## src/rtl/pika_regfile_if.sv

```systemverilog
// pika_regfile_if: pipeline-side bundle for the PikaRISC register file (fetch, execute, issue, writeback).
interface pika_regfile_if #(
    parameter int XLEN  = 32,
    parameter int NREGS = 16,
    parameter int NRD   = 3
);
    localparam int AW = $clog2(NREGS);
    logic [XLEN-1:0]     if_pc_out;
    logic [XLEN-1:0]     if_pc_in;
    logic                if_pc_write_en;
    logic [NRD*AW-1:0]   exe_rd_num;
    logic [NRD*XLEN-1:0] exe_rd_data;
    logic [NRD-1:0]      exe_rd_valid_mask;
    logic [XLEN-1:0]     exe_cpsr_out;
    logic                exe_hazard;
    logic                iss_en;
    logic [AW-1:0]       iss_rd_num;
    logic [AW-1:0]       wb_rd_num;
    logic                wb_rd_write_en;
    logic [XLEN-1:0]     wb_rd_in;
    logic                wb_pc_write_en;
    logic [XLEN-1:0]     wb_pc_in;
    logic                wb_cpsr_write_en;
    logic [XLEN-1:0]     wb_cpsr_in;
    logic [AW:0]         pending_cnt;

    modport master (
        input  if_pc_out, exe_rd_data, exe_cpsr_out, exe_hazard, pending_cnt,
        output if_pc_in, if_pc_write_en, exe_rd_num, exe_rd_valid_mask, iss_en, iss_rd_num,
               wb_rd_num, wb_rd_write_en, wb_rd_in, wb_pc_write_en, wb_pc_in,
               wb_cpsr_write_en, wb_cpsr_in
    );
    modport slave (
        output if_pc_out, exe_rd_data, exe_cpsr_out, exe_hazard, pending_cnt,
        input  if_pc_in, if_pc_write_en, exe_rd_num, exe_rd_valid_mask, iss_en, iss_rd_num,
               wb_rd_num, wb_rd_write_en, wb_rd_in, wb_pc_write_en, wb_pc_in,
               wb_cpsr_write_en, wb_cpsr_in
    );
endinterface

```

## src/rtl/pika_regfile.sv

```systemverilog
// pika_regfile: GPRs, PC and CPSR with a pending-write scoreboard for RAW stalls.
// Define PIKA_RF_BYPASS_EN to forward same-cycle writeback data to the read ports and CPSR.
module pika_regfile #(
    parameter int              XLEN     = 32,
    parameter int              NREGS    = 16,
    parameter int              NRD      = 3,
    parameter logic [XLEN-1:0] RESET_PC = '0
) (
    input logic           clk,
    input logic           reset,
    pika_regfile_if.slave rf
);
    localparam int AW = $clog2(NREGS);
`ifdef PIKA_RF_BYPASS_EN
    localparam bit BYPASS = 1'b1;
`else
    localparam bit BYPASS = 1'b0;
`endif

    logic [XLEN-1:0]  gpr_q [NREGS];
    logic [XLEN-1:0]  pc_q, pc_d, cpsr_q, cpsr_d;
    logic [NREGS-1:0] pend_q, pend_d;
    logic [NRD-1:0]   hz;
    logic [AW:0]      cnt;

    always_comb begin
        pc_d   = rf.wb_pc_write_en ? rf.wb_pc_in : rf.if_pc_write_en ? rf.if_pc_in : pc_q;
        cpsr_d = rf.wb_cpsr_write_en ? rf.wb_cpsr_in : cpsr_q;
        // set is applied after clear so a same-register issue stays outstanding
        pend_d = (pend_q & ~(NREGS'(rf.wb_rd_write_en) << rf.wb_rd_num))
               | (NREGS'(rf.iss_en) << rf.iss_rd_num);
        cnt    = '0;
        for (int i = 0; i < NREGS; i++) cnt += (AW+1)'(pend_q[i]);
    end

    always_ff @(posedge clk) begin
        if (reset) begin
            for (int i = 0; i < NREGS; i++) gpr_q[i] <= '0;
            pc_q   <= RESET_PC;
            cpsr_q <= '0;
            pend_q <= '0;
        end else begin
            if (rf.wb_rd_write_en) gpr_q[rf.wb_rd_num] <= rf.wb_rd_in;
            pc_q   <= pc_d;
            cpsr_q <= cpsr_d;
            pend_q <= pend_d;
        end
    end

    for (genvar k = 0; k < NRD; k++) begin : g_rd
        logic [AW-1:0] num;
        logic          byp;
        assign num = rf.exe_rd_num[k*AW +: AW];
        assign byp = BYPASS && rf.wb_rd_write_en && (rf.wb_rd_num == num);
        assign rf.exe_rd_data[k*XLEN +: XLEN] = byp ? rf.wb_rd_in : gpr_q[num];
        assign hz[k] = rf.exe_rd_valid_mask[k] && pend_q[num] && !byp;
    end

    assign rf.if_pc_out    = pc_q;
    assign rf.exe_cpsr_out = (BYPASS && rf.wb_cpsr_write_en) ? rf.wb_cpsr_in : cpsr_q;
    assign rf.exe_hazard   = |hz;
    assign rf.pending_cnt  = cnt;
endmodule
```

## src/flat_wrapper.sv

```systemverilog
// flat-port wrapper written by rule: the top's interface ports become plain ports
module pika_regfile_flat 
#(
    parameter int              XLEN     = 32,
    parameter int              NREGS    = 16,
    parameter int              NRD      = 3,
    parameter logic [XLEN-1:0] RESET_PC = '0
)
  (clk, reset, rf_if_pc_out, rf_exe_rd_data, rf_exe_cpsr_out, rf_exe_hazard, rf_pending_cnt, rf_if_pc_in, rf_if_pc_write_en, rf_exe_rd_num, rf_exe_rd_valid_mask, rf_iss_en, rf_iss_rd_num, rf_wb_rd_num, rf_wb_rd_write_en, rf_wb_rd_in, rf_wb_pc_write_en, rf_wb_pc_in, rf_wb_cpsr_write_en, rf_wb_cpsr_in);
  pika_regfile_if #(.XLEN(XLEN), .NREGS(NREGS), .NRD(NRD)) rf_i ();
  input logic clk;
  input logic reset;
  output wire logic [$bits(rf_i.if_pc_out)-1:0] rf_if_pc_out;
  output wire logic [$bits(rf_i.exe_rd_data)-1:0] rf_exe_rd_data;
  output wire logic [$bits(rf_i.exe_cpsr_out)-1:0] rf_exe_cpsr_out;
  output wire logic [$bits(rf_i.exe_hazard)-1:0] rf_exe_hazard;
  output wire logic [$bits(rf_i.pending_cnt)-1:0] rf_pending_cnt;
  input wire logic [$bits(rf_i.if_pc_in)-1:0] rf_if_pc_in;
  input wire logic [$bits(rf_i.if_pc_write_en)-1:0] rf_if_pc_write_en;
  input wire logic [$bits(rf_i.exe_rd_num)-1:0] rf_exe_rd_num;
  input wire logic [$bits(rf_i.exe_rd_valid_mask)-1:0] rf_exe_rd_valid_mask;
  input wire logic [$bits(rf_i.iss_en)-1:0] rf_iss_en;
  input wire logic [$bits(rf_i.iss_rd_num)-1:0] rf_iss_rd_num;
  input wire logic [$bits(rf_i.wb_rd_num)-1:0] rf_wb_rd_num;
  input wire logic [$bits(rf_i.wb_rd_write_en)-1:0] rf_wb_rd_write_en;
  input wire logic [$bits(rf_i.wb_rd_in)-1:0] rf_wb_rd_in;
  input wire logic [$bits(rf_i.wb_pc_write_en)-1:0] rf_wb_pc_write_en;
  input wire logic [$bits(rf_i.wb_pc_in)-1:0] rf_wb_pc_in;
  input wire logic [$bits(rf_i.wb_cpsr_write_en)-1:0] rf_wb_cpsr_write_en;
  input wire logic [$bits(rf_i.wb_cpsr_in)-1:0] rf_wb_cpsr_in;
  assign rf_if_pc_out = rf_i.if_pc_out;
  assign rf_exe_rd_data = rf_i.exe_rd_data;
  assign rf_exe_cpsr_out = rf_i.exe_cpsr_out;
  assign rf_exe_hazard = rf_i.exe_hazard;
  assign rf_pending_cnt = rf_i.pending_cnt;
  assign rf_i.if_pc_in = rf_if_pc_in;
  assign rf_i.if_pc_write_en = rf_if_pc_write_en;
  assign rf_i.exe_rd_num = rf_exe_rd_num;
  assign rf_i.exe_rd_valid_mask = rf_exe_rd_valid_mask;
  assign rf_i.iss_en = rf_iss_en;
  assign rf_i.iss_rd_num = rf_iss_rd_num;
  assign rf_i.wb_rd_num = rf_wb_rd_num;
  assign rf_i.wb_rd_write_en = rf_wb_rd_write_en;
  assign rf_i.wb_rd_in = rf_wb_rd_in;
  assign rf_i.wb_pc_write_en = rf_wb_pc_write_en;
  assign rf_i.wb_pc_in = rf_wb_pc_in;
  assign rf_i.wb_cpsr_write_en = rf_wb_cpsr_write_en;
  assign rf_i.wb_cpsr_in = rf_wb_cpsr_in;
  pika_regfile #(.XLEN(XLEN), .NREGS(NREGS), .NRD(NRD), .RESET_PC(RESET_PC)) u_core (.clk(clk), .reset(reset), .rf(rf_i));
endmodule
```

## config.mk

```make
export PLATFORM = sky130hd
export DESIGN_NAME = pika_regfile_flat
export DESIGN_NICKNAME = d
export VERILOG_FILES = /design/src/rtl/pika_regfile_if.sv /design/src/rtl/pika_regfile.sv /design/src/flat_wrapper.sv
export SDC_FILE = /design/constraint.sdc
export NUM_CORES = 1
export LEC_CHECK = 0
export CORE_AREA = 2 2 238 240
export DETAILED_ROUTE_END_ITERATION = 10
export DIE_AREA = 0 0 240 242
export HOLD_SLACK_MARGIN = 0.05
export PLACE_DENSITY = 0.91
export SLEW_MARGIN = 20
export SYNTH_ARGS = -nofsm -noshare
export SYNTH_HDL_FRONTEND = slang
export SYNTH_SLANG_ARGS = --single-unit
```

## constraint.sdc

```tcl
create_clock -name clk -period 12.7 [get_ports clk]
set_clock_uncertainty 0.15 [all_clocks]
set_input_delay 3.175 -clock clk [delete_from_list [all_inputs] [get_ports clk]]
set_output_delay 3.175 -clock clk [all_outputs]
set_load 0.02 [all_outputs]
```

# [After elaboration in Yosys (flattened, before gate mapping)]
# Memory sizes are Yosys's and may differ from the RTL's.
# Index checks and enable logic that the tools add are counted.
[totals] register_bits=80 ramBits=512 elab_cells=49 memories=1
[classes] addsub=15 magnitude_cmp=3 shift=2 mux=16 n_bitwise=3 reduce_logical=6
[mem_list] name="u_core.gpr_q" words=16 width=32 rd=3 rd_clocked_by_memory_dff=0 wr=16 line_no="pika_regfile.sv:20" source="logic [XLEN-1:0] gpr_q [NREGS];"
[ops] cell="32-bit 2-to-1 mux" n=3
[ops] cell="5-bit by 1-bit adder with 5-bit output" n=14
[ops] cell="32-bit OR reduction" n=1
[ops] cell="1-bit by 4-bit left shift with 16-bit output" n=2
[ops] cell="16-bit bitwise AND" n=1
[ops] cell="16-bit inverter" n=1
[ops] cell="16-bit bitwise OR" n=1
[ops] cell="4-bit by 5-bit less-than comparator with 1-bit output, second input constant" n=3
[ops] cell="1-bit binary-select mux with 4-bit select" n=3
[ops] cell="1-bit 2-to-1 mux" n=9
[ops] cell="4-bit 2-to-1 mux" n=1
[ops] cell="1-bit logical AND" n=3
[ops] cell="3-bit OR reduction" n=1
[ops] cell="1-bit by 1-bit adder with 2-bit output" n=1
[ops] cell="2-bit nonzero test" n=1

# [Depth between registers and ports, before layout]
# Gate-level depths: netlist of the first run.
[depth] ltp_word=15 ltp_mapped=13

# [Worst setup path before layout of the first run]
# Ideal clock, no wire load.
[synth_timing] path_kind="input to output" start="input rf_exe_rd_num[8]" end="output rf_exe_rd_data[89]" arrival_ns=4.807 required_ns=9.375 slack_ns=4.568 stages=4 path_cell_list="buf_2 clkbuf_1 mux4_2 mux4_2"
[synth_via] elab_chain_cells=1
[synth_rtl] item="from (decl)" line_no="flat_wrapper.sv:20" source="input wire logic [$bits(rf_i.exe_rd_num)-1:0] rf_exe_rd_num;"
[synth_rtl] item="memory read 16 x 32 bit"
[synth_rtl] item="to (decl)" line_no="flat_wrapper.sv:14" source="output wire logic [$bits(rf_i.exe_rd_data)-1:0] rf_exe_rd_data;"
# No other way between the ends.

# [Worst setup path in the final report of the first run]
[layout_timing] start="input rf_exe_rd_num[4]" end="output rf_exe_rd_data[60]"
# Same word-level chain as after synthesis.

==> impl_metrics.tcl, run 1 <==
set metrics [dict create \
    total_leakage_power_nw 13.8 \
    critical_path.endpoint_type "output port" \
    whs_ns 0.344 \
    fin_area_um2 40300 \
    synth_xor_xnor_area_share_pct 0.0507 \
    clock_sinks 592 \
    top_level_ports 324 \
    critical_path_class "primary input to output port" \
    synth-main-ff-cell "edfxtp_1" \
    die_x_um 240 \
    syn_to_final_growth_pct 16.5 \
    final-seq-area_um2 17000 \
    clockPowerShare_pct 36.0 \
    cts_resized 0 \
    p_int_mw 3.73 \
    r2r-start "u_core.rf.if_pc_out[4]" \
    initial_core_util_pct 62.0 \
    rows 87 \
    min_from "u_core.rf.exe_cpsr_out[4]" \
    clk_pin_slew_worst_paths_ns 0.06 \
    fin_crit_sh_pct 76.8 \
    drt-total-wl_mm 111 \
    worst-slew-pin-transition_ns 1.22 \
    rsz0062_at_grt "no" \
    cp_max_fo 73 \
    crit_required_ns 9.38 \
    synth_compound_area_share_pct 1.34 \
    synth.avg_cell_area_um2 15.8 \
    start_kind "primary input" \
    pwr-share-seq_pct 45.9 \
    root_buffer "clkbuf_16" \
    path_cells "clkbuf_8 -> buf_4 -> mux4_2 -> mux4_2 -> clkdlybuf4s50_1" \
    power_switching_mw 1.34 \
    antenna_found_initial 8 \
    setup.worst_path.start "rf_exe_rd_num[4]" \
    status "completed" \
    critPathBufInv 3 \
    h-tree-depth 2 \
    combPwrFrac_pct 18.2 \
    syn_inst 2189 \
    hold_depth 2 \
    synth_fp_nets 2362 \
    synth_edf_count 512 \
    grt_overflow 0 \
    setup_viol 0 \
    synthesis.area_um2 34500 \
    multi_input_area_um2 16600 \
    swShare_pct 26.4 \
    synth_top_area_share_pct 44.5 \
    antenna_left 0 \
    muxShareOfSynthArea_pct 33.8 \
    ys_types 37 \
    power_density_nw_per_um2 126 \
    die-area_um2 58100 \
    wl_per_cell_um 34.6 \
    insertion_delay_ns 0.61 \
    gp_congestion 0.890 \
    hp-class "register to register" \
    synthAdderAreaFrac_pct 0.761 \
    dr_total_vias 24344 \
    synth.area.top_cells "edfxtp_1, mux4_2, and2_1" \
    cp_slowest_cell "clkbuf_8" \
    drtIter0Drc 3987 \
    core_um2 55700 \
    drv_cap 0 \
    cpMostUsedCell "mux4_2" \
    critPathTopFamily "buffers and inverters" \
    peakVddDrop_mv 0.100 \
    io_buffers 323 \
    ys_warn_count 0 \
    via_per_inst 7.58 \
    cts_setup_buffers 0 \
    crit_arrival_ns 6.43 \
    grtUsageTotal_pct 38.8 \
    yosysTopAreaCell "edfxtp_1" \
    fin_crit_ns 9.76 \
    r2r_cells 4 \
    die_h_um 242 \
    drcViolationCount 0 \
    synth-seq-cells 592 \
    numCtsBuffers 59 \
    max_stage_delay_ns 0.75 \
    cts_tree "yes" \
    worst-path-stages 5 \
    layout-drive-gt1-share_pct 27.7 \
    final_util_pct 72.2 \
    fillers 3255 \
    grt_pass1_wl_mm 163 \
    fmax_ghz 0.102 \
    cts-hold-fix-buffers 0 \
    grt_start_max_net_pins 99 \
    slew_violations 0 \
    dp_hpwl_mm 62.0 \
    synth_common_cells "and2_1, edfxtp_1, mux4_2" \
    dpl-instance-area_um2 38200 \
    synth_top_family_by_area "multiplexers" \
    grt_pass1_vias 25311 \
    async_reset_ff_share_pct 0 \
    fin_nets 2573 \
    seq_area_frac_synth_pct 49.1 \
    cts_buffer_depth 3 \
    hold_violations 0 \
    setup_tns_ns 0 \
    dr.pass1.iters 5 \
    slew_headroom_pct 18.1 \
    yosys.area_share.simple_pct 11.4 \
]
cells by family after synthesis:
family | Yosys count
AND/OR/NAND/NOR | 683
flip-flops | 592
multiplexers | 559
buffers and inverters | 254
AO/OA/AOI/OAI | 84
adder cells (fa/ha/maj) | 15
XOR/XNOR | 2
power by group through the flow:
| stage | combinational (mW) | sequential (mW) | clock [mW] |
|---|---|---|---|
| floorplan | 0.548 | 2.34 | 0 |
| global placement | 0.877 | 2.33 | 0 |
| detailed placement | 0.896 | 2.35 | 0 |
| CTS | 0.906 | 2.32 | 1.82 |
| global route | 0.948 | 2.33 | 1.88 |
| finish | 0.921 | 2.33 | 1.82 |
worst reg2reg max path: cells and delay by family (launching register included):
kind,cells,cell delay (ns)
AOI/OAI and AO/OA,1,0.20
DFF,1,0.32
muxes,1,0.18
and+or+nand+nor,2,0.14
stage by stage:
step | cells | worst slack (ns) | power, mW
2_1_floorplan | 2189 | 4.57 | 2.88
3_3_place_gp | 3093 | 2.94 | 3.21
3_5_place_dp | 3093 | 2.93 | 3.25
4_1_cts | 3202 | 2.92 | 5.04
5_1_grt | 3208 | 2.77 | 5.16
6_report | 3212 | 2.94 | 5.07
cell type report:
| cell class | count | area share [%] |
|---|---|---|
| timing repair buffer | 373 | 9.00 |
| inverter | 31 | 0.289 |
| clock inverter | 39 | 1.09 |
| sequential | 592 | 42.2 |
| multi-input combinational | 1343 | 41.3 |
| tap | 756 | 2.35 |
| antenna | 8 | 0.0497 |
| clock buffer | 70 | 3.77 |
layer usage:
layer  GRT usage [%]  wire, um  share of wire (%)  vias to the layer above
met5               0        20              0.018                        -
met4            24.1      8750                7.9                        4
li1                -         -                  -                     9035
met3            13.5     17600                 16                      731
met1            47.8     33000                 30                    11804
met2            59.4     51800                 47                     2770
registers in the layout (all words and copies together) (netlist names):
name / flops
u_core.rf.exe_cpsr_out: 32
u_core.gpr_q: 512
u_core.pend_q: 16
u_core.rf.if_pc_out: 32
cells in the final DEF (no fill, tap or decap), types with 30 or more instances in the layout:
cell / Yosys / routed
a21oi_1: 42 / 42
and2_1: 512 / 512
buf_4: 0 / 48
clkbuf_16: 0 / 59
clkdlybuf4s50_1: 0 / 307
dfxtp_1: 80 / 80
edfxtp_1: 512 / 512
inv_1: 31 / 30
mux2i_1: 71 / 71
mux4_2: 487 / 487
nor2_1: 111 / 101
path summary, 6_finish.rpt:
path | to | slack (ns)
worst min register to register | u_core.rf.exe_cpsr_out[4] | 0.34
worst min-delay path | u_core.rf.exe_cpsr_out[4] | 0.34
worst max-delay path | rf_exe_rd_data[60] | 2.94
worst max register to register | u_core.rf.if_pc_out[4] | 11.57
Note: power is estimated with default switching activity, not from simulation.
==> run 2, diff against run 1 <==
--- a/config.mk
+++ b/config.mk
@@ -5,11 +5,11 @@
 export SDC_FILE = /design/constraint.sdc
 export NUM_CORES = 1
 export LEC_CHECK = 0
-export CORE_AREA = 2 2 238 240
+export CORE_AREA = 2 2 245 247
 export DETAILED_ROUTE_END_ITERATION = 10
-export DIE_AREA = 0 0 240 242
+export DIE_AREA = 0 0 247 249
 export HOLD_SLACK_MARGIN = 0.05
-export PLACE_DENSITY = 0.91
+export PLACE_DENSITY = 0.86
 export SLEW_MARGIN = 20
 export SYNTH_ARGS = -nofsm -noshare
 export SYNTH_HDL_FRONTEND = slang
==> constraint.sdc (replaced) <==
create_clock -name clk -period 10 [get_ports clk]
set_clock_uncertainty 0.15 [all_clocks]
set_input_delay 2.5 -clock clk [delete_from_list [all_inputs] [get_ports clk]]
set_output_delay 2.5 -clock clk [all_outputs]
set_load 0.02 [all_outputs]
==> impl_metrics.tcl, run 2 (same netlist as run 1, synthesis figures left out) <==
set metrics [dict create \
    slew_violations 0 \
    pre_cts_ws_ns 1.93 \
    layout-drive-gt1-share_pct 27.8 \
    die_x_um 247 \
    drcViolationCount 2 \
    drtIter0Drc 3159 \
    grt_pass1_vias 24149 \
    via_per_inst 7.14 \
    worst-slew-pin-transition_ns 1.14 \
    clk_pin_slew_worst_paths_ns 0.06 \
    cp_slowest_cell "clkbuf_8" \
    path_cells "clkbuf_8 -> buf_4 -> mux4_2 -> mux4_2 -> clkdlybuf4s50_1" \
    dp_hpwl_mm 61.3 \
    total_leakage_power_nw 13.8 \
    grt_start_max_net_pins 101 \
    slew_headroom_pct 23.7 \
    drt-total-wl_mm 105 \
    start_kind "primary input" \
    cp_max_fo 69 \
    rows 89 \
    hold_violations 0 \
    critical_path_class "primary input to output port" \
    crit_required_ns 7.35 \
    finalPower_mw 6.43 \
    setup_tns_ns 0 \
    grt_overflow 0 \
    peakVddDrop_mv 0.151 \
    fmax_ghz 0.124 \
    whs_ns 0.353 \
    numCtsBuffers 60 \
    initial_core_util_pct 58.9 \
    violations "DRC" \
    dr_total_vias 23112 \
    cts_buffer_depth 3 \
    antenna_found_initial 8 \
    regMostFlops "u_core.gpr_q" \
    cpMostUsedCell "mux4_2" \
    syn_to_final_growth_pct 16.9 \
    cts_tree "yes" \
    fin_crit_ns 8.06 \
    cts_setup_buffers 0 \
    h-tree-depth 2 \
    final_cell_mix "and2_1, edfxtp_1, mux4_2" \
    top_level_ports 324 \
    critical_path.endpoint_type "output port" \
    status "finished, violations left" \
    crit_arrival_ns 5.41 \
    power_density_nw_per_um2 159 \
    die-area_um2 61500 \
    setup_viol 0 \
    clock_sinks 592 \
    wl_per_cell_um 32.5 \
    core_um2 58700 \
    setup_ws_ns 1.94 \
    root_buffer "clkbuf_16" \
    insertion_delay_ns 0.64 \
    grt_pass1_wl_mm 155 \
    fillers 3655 \
    cts_resized 0 \
    antenna_left 0 \
    max_stage_delay_ns 0.67 \
    gp_congestion 0.872 \
    fin_nets 2581 \
    hp-class "register to register" \
    cts-hold-fix-buffers 0 \
    dr.pass1.iters 9 \
    rsz0062_at_grt "no" \
    grtUsageTotal_pct 34.7 \
    drv_cap 0 \
    die_h_um 249 \
    io_buffers 323 \
    fin_crit_sh_pct 80.6 \
    largest_register_ffs 512 \
]
[run 2: cell types whose count changed in the layout (fill, tap and decap cells not counted), sizes merged]
cell / delta
buf: +5
inv: -1
clkinvlp: -3
bufinv: -2
diode: -2
clkbuf: +9
[run 2: cell type report]
type	count	area (um2)	share of cell area, %
flip-flops and latches	592	17000	42.0
well taps	773	967	2.40
clock inverters	33	347	0.858
clock buffers	77	1660	4.12
inverters	31	116	0.288
repair buffers	380	3690	9.14
diodes	6	15.0	0.0372
multi-input cells	1343	16600	41.1
[run 2: stage by stage]
step	cells	utilization, %	instance area, um2
2_1_floorplan	2189	-	34500
3_3_place_gp	3117	65.3	38300
3_5_place_dp	3117	65.3	38300
4_1_cts	3227	68.7	40300
5_1_grt	3233	68.8	40400
6_report	3235	68.8	40400
[run 2: layer usage]
layer,vias up,share of wire [%],track usage (%)
li1,9044,-,-
met1,11560,31,43.7
met2,2076,49,55.5
met3,428,14,9.50
met4,4,5.5,17.4
met5,-,0.018,0
[run 2: final timing paths]
path                                            startpoint                    endpoint  slack [ns]  cells past startpoint
worst max-delay path                      rf_exe_rd_num[4]          rf_exe_rd_data[36]        1.94                      5
worst min-delay path            u_core.rf.exe_cpsr_out[31]  u_core.rf.exe_cpsr_out[31]        0.35                      2
worst max register to register     u_core.rf.if_pc_out[30]     u_core.rf.if_pc_out[30]        8.95                      4
worst min register to register  u_core.rf.exe_cpsr_out[31]  u_core.rf.exe_cpsr_out[31]        0.35                      2
[run 2: worst max-delay path: cells and delay by family]
kind / cells / cell delay, ns
mux: 2 / 1.06
buf+inv: 3 / 1.73
[run 2: power by group]
part / total (mW) / switching (mW) / internal, mW
combinational: 1.16 / 0.561 / 0.594
clock: 2.33 / 0.982 / 1.35
sequential: 2.94 / 0.113 / 2.83
